<file path="src/rtl/riscv_mc_controller_pkg.sv">
// Shared definitions for the multicycle RISC-V controller and its datapath:
// FSM state encoding, opcodes, ALU control codes and mux select codes.
package riscv_mc_controller_pkg;

   // FSM states, 4-bit encoding
   typedef enum logic [3:0] {
      ST_RST    = 4'd0,
      ST_FETCH  = 4'd1,
      ST_DECODE = 4'd2,
      ST_MEMADR = 4'd3,
      ST_MEMRD  = 4'd4,
      ST_MEMWB  = 4'd5,
      ST_MEMWR  = 4'd6,
      ST_EXECR  = 4'd7,
      ST_EXECI  = 4'd8,
      ST_ALUWB  = 4'd9,
      ST_BEQ    = 4'd10,
      ST_JAL    = 4'd11,
      ST_TRAP   = 4'd12
   } state_t;

   // Opcodes of the supported instruction classes
   localparam logic [6:0] OP_LOAD   = 7'b0000011;
   localparam logic [6:0] OP_STORE  = 7'b0100011;
   localparam logic [6:0] OP_RTYPE  = 7'b0110011;
   localparam logic [6:0] OP_ITYPE  = 7'b0010011;
   localparam logic [6:0] OP_BRANCH = 7'b1100011;
   localparam logic [6:0] OP_JAL    = 7'b1101111;

   // Coarse ALU operation requested by the FSM
   typedef enum logic [1:0] {
      ALUOP_ADD   = 2'b00,
      ALUOP_SUB   = 2'b01,
      ALUOP_FUNCT = 2'b10
   } aluop_t;

   // ALU control codes understood by the datapath ALU
   localparam logic [2:0] ALU_ADD = 3'b000;
   localparam logic [2:0] ALU_SUB = 3'b001;
   localparam logic [2:0] ALU_AND = 3'b010;
   localparam logic [2:0] ALU_OR  = 3'b011;
   localparam logic [2:0] ALU_SLT = 3'b101;

   // Result mux selects
   localparam logic [1:0] RES_ALUOUT    = 2'b00;
   localparam logic [1:0] RES_DATA      = 2'b01;
   localparam logic [1:0] RES_ALURESULT = 2'b10;

   // SrcA / SrcB selects
   localparam logic [1:0] SRCA_PC    = 2'b00;
   localparam logic [1:0] SRCA_OLDPC = 2'b01;
   localparam logic [1:0] SRCA_RD1   = 2'b10;
   localparam logic [1:0] SRCB_RD2   = 2'b00;
   localparam logic [1:0] SRCB_IMM   = 2'b01;
   localparam logic [1:0] SRCB_FOUR  = 2'b10;

   // Immediate formats
   localparam logic [1:0] IMM_I = 2'b00;
   localparam logic [1:0] IMM_S = 2'b01;
   localparam logic [1:0] IMM_B = 2'b10;
   localparam logic [1:0] IMM_J = 2'b11;

   // Immediate format implied by the opcode
   function automatic logic [1:0] imm_decode(input logic [6:0] op);
      case (op)
         OP_STORE:  return IMM_S;
         OP_BRANCH: return IMM_B;
         OP_JAL:    return IMM_J;
         default:   return IMM_I;
      endcase
   endfunction

endpackage

</file>
<file path="src/rtl/riscv_mc_controller_alu_decoder.sv">
// ALU control decoder: maps the FSM's coarse ALU op plus funct fields to the
// 3-bit ALU control code, and flags funct3 values the core does not implement.
module riscv_alu_decoder
   import riscv_mc_controller_pkg::*;
(
   input  aluop_t     aluop_i,
   input  logic [2:0] funct3_i,
   input  logic       funct7b5_i,
   input  logic       opcode5_i,
   output logic [2:0] alu_ctrl_o,
   output logic       illegal_funct_o
);

   logic [2:0] funct_ctrl;

   // Decode funct3 (sub only for R-type with funct7b5), then select by aluop
   always_comb begin
      funct_ctrl      = ALU_ADD;
      illegal_funct_o = 1'b0;
      case (funct3_i)
         3'b000:  funct_ctrl = (opcode5_i & funct7b5_i) ? ALU_SUB : ALU_ADD;
         3'b010:  funct_ctrl = ALU_SLT;
         3'b110:  funct_ctrl = ALU_OR;
         3'b111:  funct_ctrl = ALU_AND;
         default: illegal_funct_o = 1'b1;
      endcase
      case (aluop_i)
         ALUOP_SUB:   alu_ctrl_o = ALU_SUB;
         ALUOP_FUNCT: alu_ctrl_o = funct_ctrl;
         default:     alu_ctrl_o = ALU_ADD;
      endcase
   end

endmodule

</file>
<file path="src/rtl/riscv_mc_controller.sv">
// Multicycle RISC-V control unit: Moore FSM sequencing each instruction,
// driving datapath selects/enables, resolving beq with the zero flag, and
// keeping a sticky illegal-instruction flag and a retired-instruction count.
module riscv_mc_controller
   import riscv_mc_controller_pkg::*;
#(
   parameter int INSTRET_W = 32
) (
   input  logic                 clk,
   input  logic                 rst_n,
   input  logic [6:0]           opcode,
   input  logic [2:0]           funct3,
   input  logic                 funct7b5,
   input  logic                 zero,
   output logic                 pc_write,
   output logic                 adr_src,
   output logic                 mem_write,
   output logic                 ir_write,
   output logic                 reg_write,
   output logic [1:0]           result_src,
   output logic [1:0]           alu_src_a,
   output logic [1:0]           alu_src_b,
   output logic [1:0]           imm_src,
   output logic [2:0]           alu_ctrl,
   output logic                 illegal,
   output logic [INSTRET_W-1:0] instret
);

   state_t                 state_q, state_d;
   logic                   illegal_q, illegal_d;
   logic [INSTRET_W-1:0]   instret_q, instret_d;
   aluop_t                 aluop;
   logic                   pc_update, branch, retire, illegal_funct;

   riscv_alu_decoder u_alu_dec (
      .aluop_i         (aluop),
      .funct3_i        (funct3),
      .funct7b5_i      (funct7b5),
      .opcode5_i       (opcode[5]),
      .alu_ctrl_o      (alu_ctrl),
      .illegal_funct_o (illegal_funct)
   );

   // Next-state and Moore outputs; every output defaults to its idle value
   always_comb begin
      state_d    = state_q;
      pc_update  = 1'b0;
      branch     = 1'b0;
      retire     = 1'b0;
      adr_src    = 1'b0;
      mem_write  = 1'b0;
      ir_write   = 1'b0;
      reg_write  = 1'b0;
      result_src = RES_ALUOUT;
      alu_src_a  = SRCA_PC;
      alu_src_b  = SRCB_RD2;
      aluop      = ALUOP_ADD;
      imm_src    = imm_decode(opcode);
      case (state_q)
         ST_RST: begin
            imm_src = IMM_I;
            state_d = ST_FETCH;
         end
         ST_FETCH: begin
            ir_write   = 1'b1;
            alu_src_b  = SRCB_FOUR;
            result_src = RES_ALURESULT;
            pc_update  = 1'b1;
            state_d    = ST_DECODE;
         end
         ST_DECODE: begin
            alu_src_a = SRCA_OLDPC;
            alu_src_b = SRCB_IMM;
            case (opcode)
               OP_LOAD, OP_STORE: state_d = ST_MEMADR;
               OP_RTYPE:  state_d = illegal_funct ? ST_TRAP : ST_EXECR;
               OP_ITYPE:  state_d = illegal_funct ? ST_TRAP : ST_EXECI;
               OP_BRANCH: state_d = (funct3 == 3'b000) ? ST_BEQ : ST_TRAP;
               OP_JAL:    state_d = ST_JAL;
               default:   state_d = ST_TRAP;
            endcase
         end
         ST_MEMADR: begin
            alu_src_a = SRCA_RD1;
            alu_src_b = SRCB_IMM;
            state_d   = opcode[5] ? ST_MEMWR : ST_MEMRD;
         end
         ST_MEMRD: begin
            adr_src = 1'b1;
            state_d = ST_MEMWB;
         end
         ST_MEMWB: begin
            result_src = RES_DATA;
            reg_write  = 1'b1;
            retire     = 1'b1;
            state_d    = ST_FETCH;
         end
         ST_MEMWR: begin
            adr_src   = 1'b1;
            mem_write = 1'b1;
            retire    = 1'b1;
            state_d   = ST_FETCH;
         end
         ST_EXECR: begin
            alu_src_a = SRCA_RD1;
            alu_src_b = SRCB_RD2;
            aluop     = ALUOP_FUNCT;
            state_d   = ST_ALUWB;
         end
         ST_EXECI: begin
            alu_src_a = SRCA_RD1;
            alu_src_b = SRCB_IMM;
            aluop     = ALUOP_FUNCT;
            state_d   = ST_ALUWB;
         end
         ST_ALUWB: begin
            reg_write = 1'b1;
            retire    = 1'b1;
            state_d   = ST_FETCH;
         end
         ST_BEQ: begin
            alu_src_a = SRCA_RD1;
            alu_src_b = SRCB_RD2;
            aluop     = ALUOP_SUB;
            branch    = 1'b1;
            retire    = 1'b1;
            state_d   = ST_FETCH;
         end
         ST_JAL: begin
            alu_src_a = SRCA_OLDPC;
            alu_src_b = SRCB_FOUR;
            pc_update = 1'b1;
            retire    = 1'b1;
            state_d   = ST_FETCH;
         end
         ST_TRAP: begin
            imm_src = IMM_I;
            state_d = ST_TRAP;
         end
         default: begin
            imm_src = IMM_I;
            state_d = ST_RST;
         end
      endcase
   end

   assign pc_write = pc_update | (branch & zero);

   // Sticky illegal flag and retired-instruction counter
   always_comb begin
      illegal_d = illegal_q | (state_d == ST_TRAP);
      instret_d = retire ? instret_q + INSTRET_W'(1) : instret_q;
   end

   // State registers; reset takes effect immediately so strobes drop at once
   always_ff @(posedge clk or negedge rst_n) begin
      if (!rst_n) begin
         state_q   <= ST_RST;
         illegal_q <= 1'b0;
         instret_q <= '0;
      end else begin
         state_q   <= state_d;
         illegal_q <= illegal_d;
         instret_q <= instret_d;
      end
   end

   assign illegal = illegal_q;
   assign instret = instret_q;

endmodule

</file>
<file path="config.mk">
export PLATFORM = sky130hd
export DESIGN_NAME = riscv_mc_controller
export DESIGN_NICKNAME = d
export VERILOG_FILES = /design/src/rtl/riscv_mc_controller_pkg.sv /design/src/rtl/riscv_mc_controller_alu_decoder.sv /design/src/rtl/riscv_mc_controller.sv
export SDC_FILE = /design/constraint.sdc
export NUM_CORES = 1
export LEC_CHECK = 0
export BUFFER_PORTS_ARGS = -buffer_cell sky130_fd_sc_hd__buf_2
export CAP_MARGIN = 30
export CORE_MARGIN = 2
export CORE_UTILIZATION = 28
export DETAILED_ROUTE_END_ITERATION = 6
export PLACE_DENSITY_LB_ADDON = 0.15
export SLEW_MARGIN = 0
export SYNTH_ARGS = -nofsm -noshare
export SYNTH_HDL_FRONTEND = slang
export SYNTH_SLANG_ARGS = --single-unit
</file>
<file path="constraint.sdc">
create_clock -name clk -period 1.68 [get_ports clk]
set_input_delay 0.336 -clock clk [delete_from_list [all_inputs] [get_ports clk]]
set_output_delay 0.336 -clock clk [all_outputs]
set_load 0.01 [all_outputs]
</file>
* Word-level counts from Yosys, hierarchy flattened
Index checks and enable logic that the tools add are counted.
** Storage, ports and cells
- Logic and storage cells :: 68
- Register bits after elaboration :: 37
- Input port bits :: 14
** Operators by class
- Add/subtract/negate cells :: 1
- Bitwise operators :: 4
- Mux-type cells :: 22
- Reduce and logical (&&, ||, !) cells :: 14
- Eq/ne operators :: 24
** Operators by type and width (count)
- $add 32x1->32 const B :: 1
- $pmux 4 s7 :: 1
- $eq 4x4->1 const B :: 6
- $pmux 4 s5 :: 1
- $eq 4x3->1 const B :: 4
- $pmux 2 s2 :: 4
- $eq 7x6->1 const B :: 2
- $eq 7x7->1 const B :: 2
- $pmux 3 s4 :: 1
- $reduce_or 2->1 :: 6
- $reduce_or 11->1 :: 1
- $eq 4x2->1 const B :: 2
- $mux 1 :: 8
- $reduce_or 4->1 :: 2
- $eq 7x2->1 const B :: 1
- $eq 7x5->1 const B :: 1
- $eq 3x3->1 const B :: 2
- $mux 3 :: 2
- $pmux 2 s3 :: 1
- $pmux 3 s2 :: 1
- $reduce_or 6->1 :: 1
- $reduce_or 5->1 :: 1
- $eq 4x1->1 const B :: 1
- $logic_not 4->1 :: 1
- 9 further kinds :: 12

* Longest topological paths before layout
- Depth after elaboration :: 7
- Depth in mapped cells :: 8
- Depth with buffers taken out :: 7

* By module
From an unflattened synthesis, not the netlist that was laid out.
** Unflattened totals
- Cells, all modules :: 248
- Area, all modules :: 2352.3 sq um
** Modules (own cells, without submodules)
- riscv_mc_controller :: times used 1, cells an instance 235, sequential area each 925.9 sq um, area an instance 2258.4 sq um
- riscv_alu_decoder :: times used 1, cells an instance 13, sequential area each 0.0 sq um, area an instance 93.8 sq um

* Worst setup path before layout
No wires, ideal clock.
- Path kind :: reg-to-output
- Start :: register state_q[0]
- End :: output port alu_ctrl[1]
- Arrival time :: 1.685 ns
- Cell stages (with the launch flop) :: 8
- Setup slack :: -0.341 ns
- Cells stage by stage :: dfrtp_1 > buf_2 > nor2_1 > inv_1 > o22ai_1 > inv_1 > ha_1 > nor3b_1
** Between the ends
- Longest elaborated chain between the ends :: 5
- Elaborated cells on any way between the ends :: 8
- Those cells by class :: eq/ne (5); mux (2); reduce/logical (1)
** Ends and longest elaborated chain
- from (decl) :: line riscv_mc_controller.sv:29 : state_t state_q, state_d;
- from (signal assigned) :: line riscv_mc_controller.sv:162 : state_q <= state_d;
- $eq 4x4->1 / $eq 4x3->1 (equally long branches) :: line riscv_mc_controller.sv:59 : case (state_q)
- $reduce_or 2->1 (no source line)
- $pmux 2 s2 (*) :: line riscv_mc_controller.sv:59
- $eq 2x2->1 / $eq 2x1->1 (equally long branches) :: line riscv_mc_controller_alu_decoder.sv:27 : case (aluop_i)
- $pmux 3 s2 (*) :: line riscv_mc_controller_alu_decoder.sv:27
- to (decl) :: line riscv_mc_controller.sv:24 : output logic [2:0] alu_ctrl,
Every way passes the cells marked *; elsewhere a longest branch is shown, timed or not.

* Worst setup path after layout
- Start :: register state_q[3]
- End :: output port alu_ctrl[1]
Same word-level chain as after synthesis.

==> impl_results.md <==
* Status: finished, violations left
* Failing checks: negative setup slack
* CTS Root Cell: clkbuf_8
* Routed Antenna Nets at 0
* Critical path type: register to output port
* Top Usage Layer GRT: met2
* Layout cells sized above 1 at 0.563
* Post-route DRC at 0
* Setup TNS at -3090 ps
* R2R cell count at 9
* Multi-input logic area at 1440 sq um
* Port Buffers at 62
* Final WS setup at -311 ps
* Arr. time, crit path at 1650 ps
* DR WL/cell at 12.1 microns
* Seq cells post-synth at 37
* Largest net degree at the start of global routing at 38
* Average vias per placed instance at 4.58
* Io pins at 63
* Asr flop ratio synth at 1.00
* Initial antenna violation count at 0
* Synth top area share at 0.436
* RD Place Congestion at 0.768
* Setup-failing EPs final at 34
* Worst reg2reg setup slack at -90 ps
* Total CTS buffers at 5
* DIE AREA at 8300 sq um
* Post-synth top flop: dfrtp_1
* Total wire length at 5430 microns
* Clk Latency, worst-skew pair at 300 ps
* Clock Skew at 10.6 ps
* YS warnings at 0
* CP Cell Sequence: nand2b_4 > o22ai_4 > inv_2 > ha_4 > nor3b_4 > buf_2
* Met2 usage at 0.193
* R2r endpoint: instret[28]
* TritonCTS clock tree: yes
* Drt initial violations at 78
* CTS Sinks at 37
* CP required at 1340 ps
* Fin nets at roughly 360
* Number of global-route vias before repair at 1,834
* Ant. Diodes at 0
* Dpl cell area at 2880 sq um
* Die height at just over 90 microns
* Top cells by area, synth: dfrtp_1, xnor2_1, nand2_1
* Syn_nets at 243
* Seq/Total Area, Yosys at 0.436
* Max Root-Sink Buffers at 2
* Final Hold Fails at 0
* Synth unique cells at 46
* Drt first pass iters at 4
* Setup crit end kind: output port
* Avg Inst Size Synth at 9.41 sq um
* Met1 global-route usage at 0.183
* Sequential standard cell area at 931 sq um
* Vias after detailed routing at between 2,000 and 2,500
* Area grow syn2layout at 62.4%
* Synth Cell Area at 2130 sq um
* Global-route usage over all layers at 0.129
* Worst Hold Class: input port to async pin
* Core Region at 7290 sq um
* Layout fillers at between 700 and 800
* CP max stage cell: dfrtp_2
* Post-CTS Hold Buffers at 0
* Clock slew at reported path FFs at 80 ps
* Initial Util at 0.292
* Max Cap Viol at 0
* Max VDD drop at ~400 uV
* M3 GR Usage at 0.0382
* Post-DP HPWL at 3860 microns
* Minimum clock period at 1990 ps
* Startpoint Class: register
* FP Rows at 31
* Final period utilization at 1.18
* RSZ-0062 raised after global routing: true
* First-pass GRT wire length at between 8000 and 9000 microns
* Yosys top cell by area: dfrtp_1
* Fmax at 502 MHz
* H-tree levels at 2
* Worst relative slew slack at 0.686
* Pwr dens at 1190 nW/um^2
* Worst Tran Pin Value at 472 ps
* Die X at 91.1 microns
* Slowest Stage Delay on Critical Path at between 400 and 500 ps
* Cell count after synthesis at 226
* Post-synth EDFFs at 0
* Worst-path fanout max at 4
* Grt ovf at 0
* Leak Pwr at ~1.7 nW
* Fin area at 3450 sq um
* Reg2reg start: state_q[2]
* Final number of max-transition violations at 0
through the flow:
stage          total power, mW  hold slack [ps]  utilization  cells  worst slack, ps
6_report                  4.10             75.7        0.473    447             -311
5_1_grt                   4.38              122        0.473    447             -373
4_1_cts                   3.69             96.9        0.432    437             -309
3_5_place_dp              2.66              417        0.396    422             -115
3_3_place_gp              2.66              420        0.396    422            -90.8
2_1_floorplan             2.05             40.4            -    226            -10.6
cells in the final DEF, fill, tap and decap left out, types with 3 or more instances in the layout:
| cell type | instances |
|---|---|
| a21o_1 | 3 |
| a21oi_1 | 6 |
| and3_1 | 7 |
| and3_4 | 3 |
| buf_2 | 60 |
| buf_4 | 41 |
| buf_6 | 19 |
| clkbuf_8 | 6 |
| dfrtp_1 | 33 |
| dfrtp_2 | 4 |
| inv_2 | 5 |
| nand2_1 | 22 |
| nand2_2 | 5 |
| nand2_4 | 3 |
| nand2b_4 | 3 |
| nand3_1 | 3 |
| nand3_2 | 8 |
| nand4_1 | 9 |
| nor2_1 | 14 |
| nor2_2 | 3 |
| nor2_4 | 4 |
| nor3_1 | 4 |
| o21ai_0 | 5 |
| o21ai_2 | 3 |
| xnor2_1 | 20 |
| xnor2_2 | 4 |
| xor2_1 | 9 |
Yosys cell counts, drive strengths merged (3+ instances only):
master   n
a21o     3
a21oi    8
and3    10
buf      6
dfrtp   37
ha       3
inv      7
nand2   30
nand2b   5
nand3   12
nand4   11
nor2    21
nor3     6
o21ai    8
xnor2   24
xor2     9
report_power, final:
group          switching (mW)  leakage, nW  internal (mW)
clock network           0.327       0.0512          0.332
logic                    1.06         1.19           1.27
registers               0.115        0.494          0.998
layer usage:
metal / up-vias / share of wire
met4: 0 / 0.011
met3: 6 / 0.044
met2: 44 / 0.47
met1: 965 / 0.48
li1: 1031 / -
met5: - / 0
critical path: cells and delay by family (launching register included):
family          cells  cell delay, ps
flops               1             450
simple gates        2             320
fa+ha+maj           1             220
buf+inv             2             210
compound gates      1             180
logic make-up after synthesis:
kind of cell | after synthesis | synth area share
xor gates and xnor gates | 33 | 0.136
AOI/OAI and AO/OA | 30 | 0.0983
buffers and inverters | 14 | 0.0341
DFF | 37 | 0.436
adders and majority gates | 3 | 0.0177
and+or+nand+nor | 109 | 0.278
worst max-delay path by stage:
stage,from,end,depth (start not counted),slack (ps)
final,state_q[3],alu_ctrl[1],6,-310
after global routing,state_q[3],alu_ctrl[1],6,-370
after CTS,state_q[2],alu_ctrl[1],7,-310
after detailed placement,state_q[1],alu_ctrl[1],6,-120
after global placement,state_q[1],alu_ctrl[1],6,-90
after floorplan,state_q[0],alu_ctrl[1],7,-10
state kept, by name, summed over array words and instances (netlist names):
register	flops
state_q	4
illegal	1
instret	32
repair_timing:
item                                    in CTS  in global routing
resized for setup                           29                 55
setup buffers                                7                 11
endpoints found under the setup margin      31                 40
hold endpoints to repair                     0                  0
pin swaps                                   14                 24
cell type report:
type	instances	share of cell area
Inverter	7	0.00761
Clock buffer	6	0.0239
Clock inverter	2	0.00399
Tap cell	99	0.0359
Multi-Input combinational cell	175	0.416
Sequential cell	37	0.270
Timing Repair Buffer	121	0.242
Power figures use the tool's default switching activity.
